===== config.mk =====
export PLATFORM = sky130hd
export DESIGN_NAME = csr_trap_unit_flat
export DESIGN_NICKNAME = d
export VERILOG_FILES = /design/src/rtl/csr_trap_unit_pkg.sv /design/src/rtl/csr_trap_unit_if.sv /design/src/rtl/csr_counter64.sv /design/src/rtl/csr_trap_unit.sv /design/src/flat_wrapper.sv
export SDC_FILE = /design/constraint.sdc
export NUM_CORES = 1
export LEC_CHECK = 0
export BUFFER_PORTS_ARGS = -buffer_cell sky130_fd_sc_hd__buf_2
export CORE_MARGIN = 8
export CORE_UTILIZATION = 45
export DETAILED_ROUTE_END_ITERATION = 7
export PLACE_DENSITY_LB_ADDON = 0.3
export SLEW_MARGIN = 20
export SYNTH_ARGS = -nofsm -noshare
export SYNTH_HDL_FRONTEND = slang
export SYNTH_SLANG_ARGS = --single-unit

===== constraint.sdc =====
create_clock -name i_clk -period 5.7 [get_ports i_clk]
set_input_delay 1.14 -clock i_clk [delete_from_list [all_inputs] [get_ports i_clk]]
set_output_delay 1.14 -clock i_clk [all_outputs]
set_load 0.1 [all_outputs]

===== src/rtl/csr_trap_unit_pkg.sv =====
// Shared definitions for the machine-mode CSR file and trap sequencer:
// CSR addresses, read-modify-write opcodes, cause codes and mstatus layout.
package csr_trap_unit_pkg;

  localparam logic [11:0] CSR_MSTATUS   = 12'h300;
  localparam logic [11:0] CSR_MTVEC     = 12'h305;
  localparam logic [11:0] CSR_MSCRATCH  = 12'h340;
  localparam logic [11:0] CSR_MEPC      = 12'h341;
  localparam logic [11:0] CSR_MCAUSE    = 12'h342;
  localparam logic [11:0] CSR_MCYCLE    = 12'hB00;
  localparam logic [11:0] CSR_MCYCLEH   = 12'hB80;
  localparam logic [11:0] CSR_MINSTRET  = 12'hB02;
  localparam logic [11:0] CSR_MINSTRETH = 12'hB82;

  typedef enum logic [1:0] {
    CSR_NOP = 2'b00,
    CSR_W   = 2'b01,
    CSR_S   = 2'b10,
    CSR_C   = 2'b11
  } csr_op_e;

  localparam int MCAUSE_ECALL_M = 11;

  localparam int MSTATUS_MIE    = 3;
  localparam int MSTATUS_MPIE   = 7;
  localparam int MSTATUS_MPP_LO = 11;
  localparam int MSTATUS_MPP_HI = 12;

  function automatic logic csr_is_implemented(input logic [11:0] addr);
    case (addr)
      CSR_MSTATUS, CSR_MTVEC, CSR_MSCRATCH, CSR_MEPC, CSR_MCAUSE,
      CSR_MCYCLE, CSR_MCYCLEH, CSR_MINSTRET, CSR_MINSTRETH: return 1'b1;
      default:                                              return 1'b0;
    endcase
  endfunction

endpackage


===== src/rtl/csr_trap_unit_if.sv =====
// Decoder-to-CSR-unit bundle: strobes and operands in, read data,
// redirect and illegal flag out.
interface csr_trap_unit_if #(parameter int XLEN = 32);
  logic            i_ecall;
  logic            i_mret;
  logic            i_csrWrite;
  logic            i_csrSrc;
  logic [1:0]      i_csrLUCtrl;
  logic [11:0]     i_csrAddr;
  logic [4:0]      i_rs1Field;
  logic [XLEN-1:0] i_rs1Data;
  logic [XLEN-1:0] i_pc;
  logic            i_retire;
  logic [XLEN-1:0] o_csrRdata;
  logic            o_redirect;
  logic [XLEN-1:0] o_redirectPc;
  logic            o_csrIllegal;

  modport master (
    output i_ecall, i_mret, i_csrWrite, i_csrSrc, i_csrLUCtrl, i_csrAddr,
           i_rs1Field, i_rs1Data, i_pc, i_retire,
    input  o_csrRdata, o_redirect, o_redirectPc, o_csrIllegal
  );

  modport slave (
    input  i_ecall, i_mret, i_csrWrite, i_csrSrc, i_csrLUCtrl, i_csrAddr,
           i_rs1Field, i_rs1Data, i_pc, i_retire,
    output o_csrRdata, o_redirect, o_redirectPc, o_csrIllegal
  );
endinterface


===== src/rtl/csr_counter64.sv =====
// 64-bit counter split into two halves with independent write ports;
// any write in a cycle suppresses the increment of both halves.
module csr_counter64 #(
  parameter int HALF = 32
) (
  input  logic            clk,
  input  logic            rst_n,
  input  logic            inc_en,
  input  logic            wr_lo,
  input  logic            wr_hi,
  input  logic [HALF-1:0] wdata,
  output logic [HALF-1:0] lo,
  output logic [HALF-1:0] hi
);

  logic [2*HALF-1:0] count;

  // NOTE: sequential state uses non-blocking assignments so every register
  // samples pre-edge values regardless of statement order.
  always_ff @(posedge clk or negedge rst_n) begin
    if (!rst_n) begin
      count <= '0;
    end else if (wr_lo || wr_hi) begin
      if (wr_lo) count[HALF-1:0]      <= wdata;
      if (wr_hi) count[2*HALF-1:HALF] <= wdata;
    end else if (inc_en) begin
      count <= count + 1'b1;
    end
  end

  assign lo = count[HALF-1:0];
  assign hi = count[2*HALF-1:HALF];

endmodule


===== src/rtl/csr_trap_unit.sv =====
// Machine-mode CSR file with ecall/mret trap sequencing and mcycle/minstret.
// Trap state (NORMAL/TRAP) is carried entirely by mstatus MIE/MPIE.
module csr_trap_unit
  import csr_trap_unit_pkg::*;
#(
  parameter int              XLEN        = 32,
  parameter logic [XLEN-1:0] MTVEC_RESET = '0,
  parameter int              ECALL_CAUSE = MCAUSE_ECALL_M
) (
  input  logic           i_clk,
  input  logic           i_rst_n,
  csr_trap_unit_if.slave bus
);

  localparam logic [XLEN-1:0] ALIGN_MASK = ~XLEN'(3);

  logic            mie, mpie;
  logic [XLEN-1:0] mtvec, mscratch, mepc, mcause;
  logic [XLEN-1:0] mcycle_lo, mcycle_hi, minstret_lo, minstret_hi;

  logic [XLEN-1:0] operand, old_val, new_val, mstatus_val;
  logic            csr_active, implemented, csr_wr_en;
  csr_op_e         lu_op;

  // Ecall and mret outrank a CSR instruction and drop it completely.
  assign csr_active  = bus.i_csrWrite && !bus.i_ecall && !bus.i_mret;
  assign implemented = csr_is_implemented(bus.i_csrAddr);
  assign lu_op       = csr_op_e'(bus.i_csrLUCtrl);
  assign operand     = bus.i_csrSrc ? XLEN'(bus.i_rs1Field) : bus.i_rs1Data;

  // NOTE: every combinational output gets a default first so no latch is inferred.
  always_comb begin
    mstatus_val                               = '0;
    mstatus_val[MSTATUS_MIE]                  = mie;
    mstatus_val[MSTATUS_MPIE]                 = mpie;
    mstatus_val[MSTATUS_MPP_HI:MSTATUS_MPP_LO] = 2'b11;
  end

  always_comb begin
    old_val = '0;
    case (bus.i_csrAddr)
      CSR_MSTATUS:   old_val = mstatus_val;
      CSR_MTVEC:     old_val = mtvec;
      CSR_MSCRATCH:  old_val = mscratch;
      CSR_MEPC:      old_val = mepc;
      CSR_MCAUSE:    old_val = mcause;
      CSR_MCYCLE:    old_val = mcycle_lo;
      CSR_MCYCLEH:   old_val = mcycle_hi;
      CSR_MINSTRET:  old_val = minstret_lo;
      CSR_MINSTRETH: old_val = minstret_hi;
      default:       old_val = '0;
    endcase
  end

  always_comb begin
    new_val = old_val;
    case (lu_op)
      CSR_W:   new_val = operand;
      CSR_S:   new_val = old_val | operand;
      CSR_C:   new_val = old_val & ~operand;
      default: new_val = old_val;
    endcase
  end

  // csrrs/csrrc with rs1 = x0 (or zimm = 0) is a pure read.
  assign csr_wr_en = csr_active && implemented && (lu_op != CSR_NOP) &&
                     !((lu_op == CSR_S || lu_op == CSR_C) && bus.i_rs1Field == 5'd0);

  always_ff @(posedge i_clk or negedge i_rst_n) begin
    if (!i_rst_n) begin
      mie      <= 1'b0;
      mpie     <= 1'b0;
      mtvec    <= MTVEC_RESET & ALIGN_MASK;
      mscratch <= '0;
      mepc     <= '0;
      mcause   <= '0;
    end else if (bus.i_ecall) begin
      mepc   <= bus.i_pc & ALIGN_MASK;
      mcause <= XLEN'(ECALL_CAUSE);
      mpie   <= mie;
      mie    <= 1'b0;
    end else if (bus.i_mret) begin
      mie  <= mpie;
      mpie <= 1'b1;
    end else if (csr_wr_en) begin
      case (bus.i_csrAddr)
        CSR_MSTATUS: begin
          mie  <= new_val[MSTATUS_MIE];
          mpie <= new_val[MSTATUS_MPIE];
        end
        CSR_MTVEC:    mtvec    <= new_val & ALIGN_MASK;
        CSR_MSCRATCH: mscratch <= new_val;
        CSR_MEPC:     mepc     <= new_val & ALIGN_MASK;
        CSR_MCAUSE:   mcause   <= new_val;
        default:      ;
      endcase
    end
  end

  csr_counter64 #(.HALF(XLEN)) u_mcycle (
    .clk   (i_clk),
    .rst_n (i_rst_n),
    .inc_en(1'b1),
    .wr_lo (csr_wr_en && bus.i_csrAddr == CSR_MCYCLE),
    .wr_hi (csr_wr_en && bus.i_csrAddr == CSR_MCYCLEH),
    .wdata (new_val),
    .lo    (mcycle_lo),
    .hi    (mcycle_hi)
  );

  csr_counter64 #(.HALF(XLEN)) u_minstret (
    .clk   (i_clk),
    .rst_n (i_rst_n),
    .inc_en(bus.i_retire),
    .wr_lo (csr_wr_en && bus.i_csrAddr == CSR_MINSTRET),
    .wr_hi (csr_wr_en && bus.i_csrAddr == CSR_MINSTRETH),
    .wdata (new_val),
    .lo    (minstret_lo),
    .hi    (minstret_hi)
  );

  assign bus.o_csrRdata   = csr_active ? old_val : '0;
  assign bus.o_csrIllegal = i_rst_n && csr_active && !implemented;
  assign bus.o_redirect   = i_rst_n && (bus.i_ecall || bus.i_mret);
  assign bus.o_redirectPc = bus.i_ecall ? mtvec : (bus.i_mret ? mepc : '0);

endmodule

===== src/flat_wrapper.sv =====
// flat-port wrapper written by rule: the top's interface ports become plain ports
module csr_trap_unit_flat import csr_trap_unit_pkg::*;
#(
  parameter int              XLEN        = 32,
  parameter logic [XLEN-1:0] MTVEC_RESET = '0,
  parameter int              ECALL_CAUSE = MCAUSE_ECALL_M
)
  (i_clk, i_rst_n, bus_i_ecall, bus_i_mret, bus_i_csrWrite, bus_i_csrSrc, bus_i_csrLUCtrl, bus_i_csrAddr, bus_i_rs1Field, bus_i_rs1Data, bus_i_pc, bus_i_retire, bus_o_csrRdata, bus_o_redirect, bus_o_redirectPc, bus_o_csrIllegal);
  csr_trap_unit_if #(.XLEN(XLEN)) bus_i ();
  input  logic i_clk;
  input  logic i_rst_n;
  input wire logic [$bits(bus_i.i_ecall)-1:0] bus_i_ecall;
  input wire logic [$bits(bus_i.i_mret)-1:0] bus_i_mret;
  input wire logic [$bits(bus_i.i_csrWrite)-1:0] bus_i_csrWrite;
  input wire logic [$bits(bus_i.i_csrSrc)-1:0] bus_i_csrSrc;
  input wire logic [$bits(bus_i.i_csrLUCtrl)-1:0] bus_i_csrLUCtrl;
  input wire logic [$bits(bus_i.i_csrAddr)-1:0] bus_i_csrAddr;
  input wire logic [$bits(bus_i.i_rs1Field)-1:0] bus_i_rs1Field;
  input wire logic [$bits(bus_i.i_rs1Data)-1:0] bus_i_rs1Data;
  input wire logic [$bits(bus_i.i_pc)-1:0] bus_i_pc;
  input wire logic [$bits(bus_i.i_retire)-1:0] bus_i_retire;
  output wire logic [$bits(bus_i.o_csrRdata)-1:0] bus_o_csrRdata;
  output wire logic [$bits(bus_i.o_redirect)-1:0] bus_o_redirect;
  output wire logic [$bits(bus_i.o_redirectPc)-1:0] bus_o_redirectPc;
  output wire logic [$bits(bus_i.o_csrIllegal)-1:0] bus_o_csrIllegal;
  assign bus_i.i_ecall = bus_i_ecall;
  assign bus_i.i_mret = bus_i_mret;
  assign bus_i.i_csrWrite = bus_i_csrWrite;
  assign bus_i.i_csrSrc = bus_i_csrSrc;
  assign bus_i.i_csrLUCtrl = bus_i_csrLUCtrl;
  assign bus_i.i_csrAddr = bus_i_csrAddr;
  assign bus_i.i_rs1Field = bus_i_rs1Field;
  assign bus_i.i_rs1Data = bus_i_rs1Data;
  assign bus_i.i_pc = bus_i_pc;
  assign bus_i.i_retire = bus_i_retire;
  assign bus_o_csrRdata = bus_i.o_csrRdata;
  assign bus_o_redirect = bus_i.o_redirect;
  assign bus_o_redirectPc = bus_i.o_redirectPc;
  assign bus_o_csrIllegal = bus_i.o_csrIllegal;
  csr_trap_unit #(.XLEN(XLEN), .MTVEC_RESET(MTVEC_RESET), .ECALL_CAUSE(ECALL_CAUSE)) u_core (.i_clk(i_clk), .i_rst_n(i_rst_n), .bus(bus_i));
endmodule

Yosys cells after proc, flatten, opt, wreduce, memory -nomap -nowiden
Cells that the tools add are included.
W data, S select, Z words.
{"block": "totals", "reg_bits": 256, "latchBits": 0, "mem_bits_rw": 0, "mem_bits_ro": 0, "in_bits": 90, "n_memories": 0}
{"block": "classes", "n_addsub": 2, "multipliers": 0, "n_div": 0, "magnitude_cmp": 0, "n_eq_ne": 17, "shifts": 0, "mux": 30, "bitwise_logic": 5, "n_reduce_logical": 37}
{"cell": "$mux W32", "n": 16}
{"cell": "$pmux W32 S9", "n": 1}
{"cell": "$mux W64", "n": 3}
{"cell": "$add A64 B1 Y64 const B", "n": 2}
{"cell": "$pmux W32 S3", "n": 1}
{"cell": "$eq A12 B10 Y1 const B", "n": 5}
{"cell": "$eq A12 B12 Y1 const B", "n": 4}
{"cell": "$and A32 B32 Y32", "n": 1}
{"cell": "$not A32 Y32", "n": 1}
{"cell": "$or A32 B32 Y32", "n": 1}
{"cell": "$logic_and A1 B1 Y1", "n": 13}
{"cell": "$ne A2 B2 Y1 const B", "n": 5}
{"cell": "$reduce_bool A2 Y1", "n": 5}
{"cell": "$mux W1", "n": 9}
{"cell": "$reduce_or A9 Y1", "n": 1}
{"cell": "$reduce_and A4 Y1", "n": 2}
{"cell": "$reduce_and A2 Y1", "n": 3}
{"cell": "$reduce_and A3 Y1", "n": 2}
{"cell": "$reduce_bool A3 Y1", "n": 2}
{"cell": "$logic_not A5 Y1", "n": 1}
{"cell": "$eq A2 B2 Y1 const B", "n": 2}
{"cell": "$logic_not A1 Y1", "n": 4}
{"cell": "$logic_or A1 B1 Y1", "n": 4}
{"cell": "$eq A2 B1 Y1 const B", "n": 1}
{"cell": "$not A1 Y1", "n": 2}

Depth between registers and ports, before layout
Gate-level depths: netlist (run 1).
{"block": "depth", "word_depth": 10, "ltp_mapped": 12}

Modules after synthesis
Synthesis (run 1) repeated with hierarchy kept, for this count alone.
{"block": "hier_totals", "hier_cells": 2090, "hier_area_um2": 17386.7}
{"mod": "csr_trap_unit", "n_inst": 1, "cells_each": 1049, "area_each_um2": 9014.9, "seq_area_each_um2": 3153.0}
{"mod": "csr_counter64 at u_core.u_minstret", "n_inst": 1, "cells_each": 530, "area_each_um2": 4254.1, "seq_area_each_um2": 1601.5}
{"mod": "csr_counter64 at u_core.u_mcycle", "n_inst": 1, "cells_each": 511, "area_each_um2": 4117.7, "seq_area_each_um2": 1601.5}

Worst setup path before layout (run 1)
Ideal clock, no wire load.
{"block": "synth_path", "kind": "in2out", "startpoint": "input port bus_i_csrAddr[6]", "endpoint": "output port bus_o_csrRdata[11]", "arrival_time_ns": 4.205, "required_time_ns": 4.560, "path_slack_ns": 0.355, "cell_stages": 8, "path_cell_list": "buf_2 nor4_2 and3_1 buf_2 buf_4 buf_4 a2bb2oi_1 a31oi_1"}
{"block": "synth_via", "elab_chain_cells": 3, "elab_cells_between_ends": 11, "cone_classes": "eq/ne (9); mux (2)"}
{"element": "from (decl)", "line": "flat_wrapper.sv:17", "source": "input wire logic [$bits(bus_i.i_csrAddr)-1:0] bus_i_csrAddr;"}
{"element": "$eq A12 B12 Y1 / $eq A12 B10 Y1 (equally long branches)", "line": "csr_trap_unit.sv:41", "source": "case (bus.i_csrAddr)"}
{"element": "$pmux W32 S9 (*)", "line": "csr_trap_unit.sv:41"}
{"element": "$mux W32 (*)", "line": "csr_trap_unit.sv:122", "source": "assign bus.o_csrRdata = csr_active ? old_val : '0;"}
{"element": "to (decl)", "line": "flat_wrapper.sv:22", "source": "output wire logic [$bits(bus_i.o_csrRdata)-1:0] bus_o_csrRdata;"}
Every way passes the cells marked *; elsewhere a longest branch is shown, timed or not.

Worst setup path in the final report (run 1)
{"block": "layout_path", "startpoint": "input port bus_i_csrAddr[1]", "endpoint": "output port bus_o_csrRdata[12]"}
The elaborated chain is that of the path after synthesis.

==> impl_metrics.env, run 1 <==
export IMPL_status="completed"
export IMPL_period_minus_slack_ps=4990
export IMPL_final_setup_viol_count=0
export IMPL_hp_class="in -> async"
export IMPL_critical_path_required_ps=4560
export IMPL_startpoint="bus_i_csrAddr[1]"
export IMPL_synthCells=2139
export IMPL_antenna_found_initial=3
export IMPL_total_power_w=0.00474
export IMPL_cts_tree="yes"
export IMPL_ff2ff_path_depth=6
export IMPL_whs_ps=483
export IMPL_crit_arrival_ps=3850
export IMPL_ant_nets=0
export IMPL_synth_most_common_cell="dfrtp_1"
export IMPL_intPower_w=0.00321
export IMPL_rows=72
export IMPL_critPathBufInv=3
export IMPL_grt_use_total=0.375
export IMPL_hold_viol=0
export IMPL_hold_buffers=0
export IMPL_yosys_warnings=0
export IMPL_ys_seq_area_frac=0.362
export IMPL_clock_latency_ps=600
export IMPL_clk_pin_slew_ps=60
export IMPL_power_frac_clock=0.423
export IMPL_clock_skew_ps=7.35
export IMPL_p_sw_w=0.00153
export IMPL_cap_violations=0
export IMPL_synth_main_ff_cell="dfrtp_1"
export IMPL_fin_area_um2=20400
export IMPL_nFillCells=3740
export IMPL_reg2reg_to="u_core.u_minstret.count[43]$_DFFE_PN0P_"
export IMPL_grt_pass1_vias=18446
export IMPL_synth_top_area_share=0.362
export IMPL_synth_area_um2=17600
export IMPL_grt_overflow=0
export IMPL_yosysTopAreaCell="dfrtp_1"
export IMPL_r2r_start="u_core.u_minstret.count[12]$_DFFE_PN0P_"
export IMPL_initial_utilization=0.455
export IMPL_dieWidth_um=214
export IMPL_pwr_density_cell_nw_per_um2=232
export IMPL_h_tree_depth=1
export IMPL_synth_avg_cell_area_um2=8.21
export IMPL_cp_start_kind="input pin"
export IMPL_portBuffers=151
export IMPL_vias=19954
export IMPL_wl_mm=87.0
export IMPL_final_util=0.529
export IMPL_ir_drop_mv=0.218
export IMPL_multi_input_area_um2=10300
export IMPL_globalplace_congestion=1.03
export IMPL_timing_final_max_slew_violations=0
export IMPL_fin_setup_tns_ps=0
export IMPL_crit_type="in -> out"
export IMPL_power_leakage_nw=8.24
export IMPL_critPathMaxStageDelay_ps=680
export IMPL_grt_max_degree=85
export IMPL_seq_area_um2=6360
export IMPL_cts_root_buf="clkbuf_16"
export IMPL_cts_sinks=254
export IMPL_critPathTopFamily="simple AND/OR/NAND/NOR gates"
export IMPL_yosysUniqueCellTypes=94
export IMPL_rsz0062_at_grt="no"
export IMPL_post_dp_cell_area_um2=19400
export IMPL_cts_buffer_depth=3
export IMPL_place_hpwl_mm=64.6
export IMPL_drc_errors=0
export IMPL_path_common_cell="buf_2"
export IMPL_die_h_um=214
export IMPL_ys_ff_latch=254
export IMPL_crit_path_end_kind="output pin"
export IMPL_drive_gt1_frac=0.161
export IMPL_swShare=0.323
export IMPL_nNetsFinal=2319
export IMPL_synth_edf_count=0
export IMPL_routedWlPerCell_um=31.4
export IMPL_postCtsSetupRepairBufs=0
export IMPL_drt_pass1_iter_count=7
export IMPL_drt_iter0_markers=3025
export IMPL_via_per_inst=7.20
export IMPL_grt_pass1_wl_mm=127
export IMPL_slew_headroom=0.198
export IMPL_combPwrFrac=0.148
export IMPL_crit_chain="buf_2 > buf_4 > or4_4 > nor3_1 > a22oi_1 > a31oi_1 > buf_2"
export IMPL_worst_pin_slew_ps=1190
export IMPL_seqPwrFrac=0.429
export IMPL_die_area_um2=45600
export IMPL_synth_common_cells="254 x dfrtp_1, 253 x nand2_1, 182 x o21ai_0"
export IMPL_ios=156
export IMPL_area_growth_syn_to_layout_pct=16.1
export IMPL_ctsResizeCount=0
export IMPL_core_area_um2=38600
export IMPL_async_reset_ff_frac=1.00
export IMPL_rrSetupSlack_ps=2450
export IMPL_max_freq_mhz=201
export IMPL_cpMaxStageDelayCell="or4_4"
export IMPL_cts_buffers=31
export IMPL_cp_max_fo=18
export IMPL_post_route_period_util=0.875
export IMPL_synth_area_leaders="dfrtp_1 36%, nand2_1 5.4%, o21ai_0 5.2%, nand4_1 3.3%, a21oi_1 3.2%"
==> worst register-to-register path, cell delays in order, from the launching register on <==
cell,delay [ps]
dfrtp_1,590
nand4_1,290
or3_1,530
nor3_1,990
nand4_1,240
a211o_1,360
a22oi_1,160
==> registers in the layout, summed over array words and instances, names as in the netlist <==
register                 count
u_core.mscratch             32
u_core.mpie                  1
u_core.mie                   1
u_core.u_minstret.count     64
u_core.mtvec                30
u_core.mcause               32
u_core.mepc                 30
u_core.u_mcycle.count       64
==> final cells by class <==
class,instances,share of cell area
tap,518,0.0318
clock inverter,20,0.00773
inverter,37,0.00681
timing repair buffer,238,0.0923
clock buffer,38,0.0423
multi-input combinational,1665,0.507
antenna,1,0.000123
sequential,254,0.312
==> logic make-up after synthesis <==
family                   count (synthesis)  synth area share
AO/OA/AOI/OAI                          716             0.279
other                                    1          0.000214
XOR/XNOR                                11           0.00549
multiplexers                            63            0.0374
flip-flops                             254             0.362
adder cells (fa/ha/maj)                  2           0.00142
AND/OR/NAND/NOR                        871             0.261
buffers and inverters                  221            0.0537
==> cells in the final DEF (no fill, tap or decap), drive strengths merged, types with 40 or more instances in the layout <==
cell / netlist / final
o211ai: 43 / 43
mux2i: 42 / 42
a22oi: 43 / 43
buf: 71 / 238
nor3: 62 / 62
o21ai: 187 / 187
and3: 40 / 40
nand2: 253 / 253
a31oi: 42 / 42
nand3: 96 / 96
nand4: 93 / 93
dfrtp: 254 / 254
nor2: 129 / 129
a21oi: 113 / 113
==> how the worst max path moves through the flow <==
stage / endpoint / slack [ps] / cells after the start
2_1_floorplan: bus_o_csrRdata[11] / 360 / 8
3_3_place_gp: bus_o_csrRdata[12] / 770 / 7
3_5_place_dp: bus_o_csrRdata[12] / 750 / 7
4_1_cts: bus_o_csrRdata[12] / 740 / 7
5_1_grt: bus_o_csrRdata[12] / 650 / 7
6_report: bus_o_csrRdata[12] / 710 / 7
==> power groups by stage <==
stage | Clock, W | Combinational (W) | Sequential (W)
after floorplan | 0 | 0.000430 | 0.00199
after global placement | 0 | 0.000666 | 0.00205
after detailed placement | 0 | 0.000680 | 0.00205
after CTS | 0.00202 | 0.000682 | 0.00202
after global routing | 0.00208 | 0.000738 | 0.00204
final | 0.00201 | 0.000699 | 0.00203
==> metal layers <==
| metal | share of wire | wire length (um) | vias up | global-route usage |
|---|---|---|---|---|
| met3 | 0.11 | 9820 | 301 | 0.0728 |
| met5 | 0.00029 | 25 | - | 0 |
| met1 | 0.39 | 33900 | 9696 | 0.506 |
| li1 | - | - | 8379 | - |
| met4 | 0.066 | 5780 | 4 | 0.195 |
| met2 | 0.43 | 37500 | 1574 | 0.567 |
==> through the flow <==
stage | std cells | setup WS [ps]
after CTS | 2770 | 736
after global routing | 2770 | 646
after detailed placement | 2712 | 751
final | 2771 | 713
after floorplan | 2140 | 355
after global placement | 2711 | 773
Power figures use the tool's default switching activity.
==> run 2: changes to the inputs <==
--- a/config.mk
+++ b/config.mk
@@ -9,7 +9,7 @@
 export CORE_MARGIN = 8
 export CORE_UTILIZATION = 45
 export DETAILED_ROUTE_END_ITERATION = 7
-export PLACE_DENSITY_LB_ADDON = 0.3
+export PLACE_DENSITY = 0.69
 export SLEW_MARGIN = 20
 export SYNTH_ARGS = -nofsm -noshare
 export SYNTH_HDL_FRONTEND = slang
==> impl_metrics.env, run 2 (synthesized netlist as in run 1, its figures left out) <==
export IMPL_antenna_found_initial=3
export IMPL_min_delay_start="u_core.mscratch[2]$_DFFE_PN0P_"
export IMPL_h_tree_depth=1
export IMPL_routedWlPerCell_um=31.4
export IMPL_cts_tree="yes"
export IMPL_wl_mm=86.8
export IMPL_seq_area_um2=6360
export IMPL_cp_max_fo=12
export IMPL_period_minus_slack_ps=5070
export IMPL_place_hpwl_mm=63.8
export IMPL_hold_buffers=0
export IMPL_globalplace_congestion=1.01
export IMPL_r2r_start="u_core.u_mcycle.count[1]$_DFFE_PN0P_"
export IMPL_worst_pin_slew_ps=1180
export IMPL_cts_buffer_depth=3
export IMPL_grt_pass1_vias=18495
export IMPL_timing_final_max_slew_violations=0
export IMPL_ant_nets=0
export IMPL_cap_violations=0
export IMPL_nFillCells=3712
export IMPL_drt_pass1_iter_count=8
export IMPL_die_area_um2=45600
export IMPL_pwr_density_cell_nw_per_um2=242
export IMPL_drive_gt1_frac=0.158
export IMPL_postCtsSetupRepairBufs=0
export IMPL_hold_path_depth=2
export IMPL_hold_viol=0
export IMPL_grt_use_total=0.371
export IMPL_grt_overflow=0
export IMPL_nNetsFinal=2316
export IMPL_reg2reg_to="u_core.u_mcycle.count[56]$_DFFE_PN0P_"
export IMPL_largestRegisters="u_core.u_mcycle.count: 64 flops, u_core.u_minstret.count: 64 flops"
export IMPL_ff2ff_path_depth=6
export IMPL_rsz0062_at_grt="no"
export IMPL_critical_path_required_ps=4560
export IMPL_crit_path_end_kind="output pin"
export IMPL_drt_iter0_markers=3048
export IMPL_dieWidth_um=214
export IMPL_area_growth_syn_to_layout_pct=16.7
export IMPL_hold_end="u_core.mscratch[2]$_DFFE_PN0P_"
export IMPL_slew_headroom=0.206
export IMPL_grt_max_degree=86
export IMPL_cts_sinks=254
export IMPL_portBuffers=151
export IMPL_fin_setup_tns_ps=0
export IMPL_via_per_inst=7.22
export IMPL_hp_class="reg -> reg"
export IMPL_final_cell_mix="254 x dfrtp_1, 250 x nand2_1, 182 x o21ai_0, 126 x nor2_1, 120 x buf_2"
export IMPL_vias=19983
export IMPL_p_sw_w=0.00152
export IMPL_status="completed"
export IMPL_rows=72
export IMPL_clk_pin_slew_ps=60
export IMPL_grt_pass1_wl_mm=126
export IMPL_ctsResizeCount=0
export IMPL_power_leakage_nw=8.28
export IMPL_swShare=0.307
export IMPL_layout_commonest_cell="dfrtp_1"
export IMPL_initial_utilization=0.455
export IMPL_intPower_w=0.00344
export IMPL_fin_area_um2=20500
export IMPL_multi_input_area_um2=10300
export IMPL_combPwrFrac=0.141
export IMPL_seqPwrFrac=0.410
export IMPL_drc_errors=0
export IMPL_ios=156
export IMPL_post_dp_cell_area_um2=19400
export IMPL_crit_type="in -> out"
export IMPL_clock_latency_ps=610
export IMPL_crit_arrival_ps=3930
export IMPL_power_frac_clock=0.449
export IMPL_die_h_um=214
export IMPL_cts_buffers=31
export IMPL_ir_drop_mv=0.253
export IMPL_max_freq_mhz=197
export IMPL_clock_skew_ps=31.7
export IMPL_core_area_um2=38600
export IMPL_rrSetupSlack_ps=2440
export IMPL_cp_start_kind="input pin"
export IMPL_final_setup_viol_count=0
export IMPL_cts_root_buf="clkbuf_16"
export IMPL_post_route_period_util=0.889
## run 2: cell types whose count changed in the layout (fill, tap and decap cells not counted), moves of 2 or more
| cell | change |
|---|---|
| clkbuf_8 | -3 |
| buf_4 | -6 |
| bufinv_16 | +6 |
| clkinv_2 | -4 |
| buf_12 | +2 |
## run 2: worst max-delay path by stage
stage	startpoint	endpoint	slack, ps	depth (start not counted)
4_1_cts	bus_i_csrAddr[1]	bus_o_csrIllegal	830	8
2_1_floorplan	bus_i_csrAddr[6]	bus_o_csrRdata[11]	360	8
3_3_place_gp	bus_i_csrAddr[1]	bus_o_csrIllegal	830	8
6_report	bus_i_csrAddr[1]	bus_o_csrRdata[23]	630	7
3_5_place_dp	bus_i_csrAddr[1]	bus_o_csrRdata[3]	840	7
5_1_grt	bus_i_csrAddr[1]	bus_o_csrIllegal	690	8
## run 2: cell type report
type,count,share of cell area
Sequential cell,254,0.310
Clock inverter,20,0.0147
Antenna cell,1,0.000122
Multi-Input combinational cell,1665,0.504
Timing Repair Buffer,235,0.0921
Inverter,37,0.00678
Clock buffer,36,0.0402
Tap cell,518,0.0316
## run 2: critical path, stage by stage
cell and delay (ps):
buf_2 340, or4b_1 800, nor4_1 890, a221o_1 260, nor2_1 60, nor2_1 200
buf_12 210
## run 2: metrics by stage
stage / total power, W / worst slack (ps) / hold WS, ps / utilization / cells
2_1_floorplan: 0.00242 / 355 / 442 / - / 2140
3_3_place_gp: 0.00272 / 829 / 457 / 0.502 / 2709
5_1_grt: 0.00506 / 687 / 500 / 0.531 / 2765
6_report: 0.00496 / 634 / 477 / 0.532 / 2766
4_1_cts: 0.00493 / 831 / 476 / 0.531 / 2765
3_5_place_dp: 0.00273 / 844 / 463 / 0.502 / 2709
## run 2: power by group through the flow
stage,sequential (W),clock [W],combinational [W]
floorplan,0.00199,0,0.000430
global placement,0.00205,0,0.000668
detailed placement,0.00205,0,0.000680
CTS,0.00202,0.00222,0.000681
global route,0.00203,0.00229,0.000737
finish,0.00203,0.00223,0.000699
## run 2: metal layers
metal  GRT usage  share of wire  vias up
met5           0              0        -
met3      0.0797           0.12      335
li1            -              -     8383
met1       0.493           0.38     9705
met2       0.549           0.42     1560
met4       0.230          0.077        0
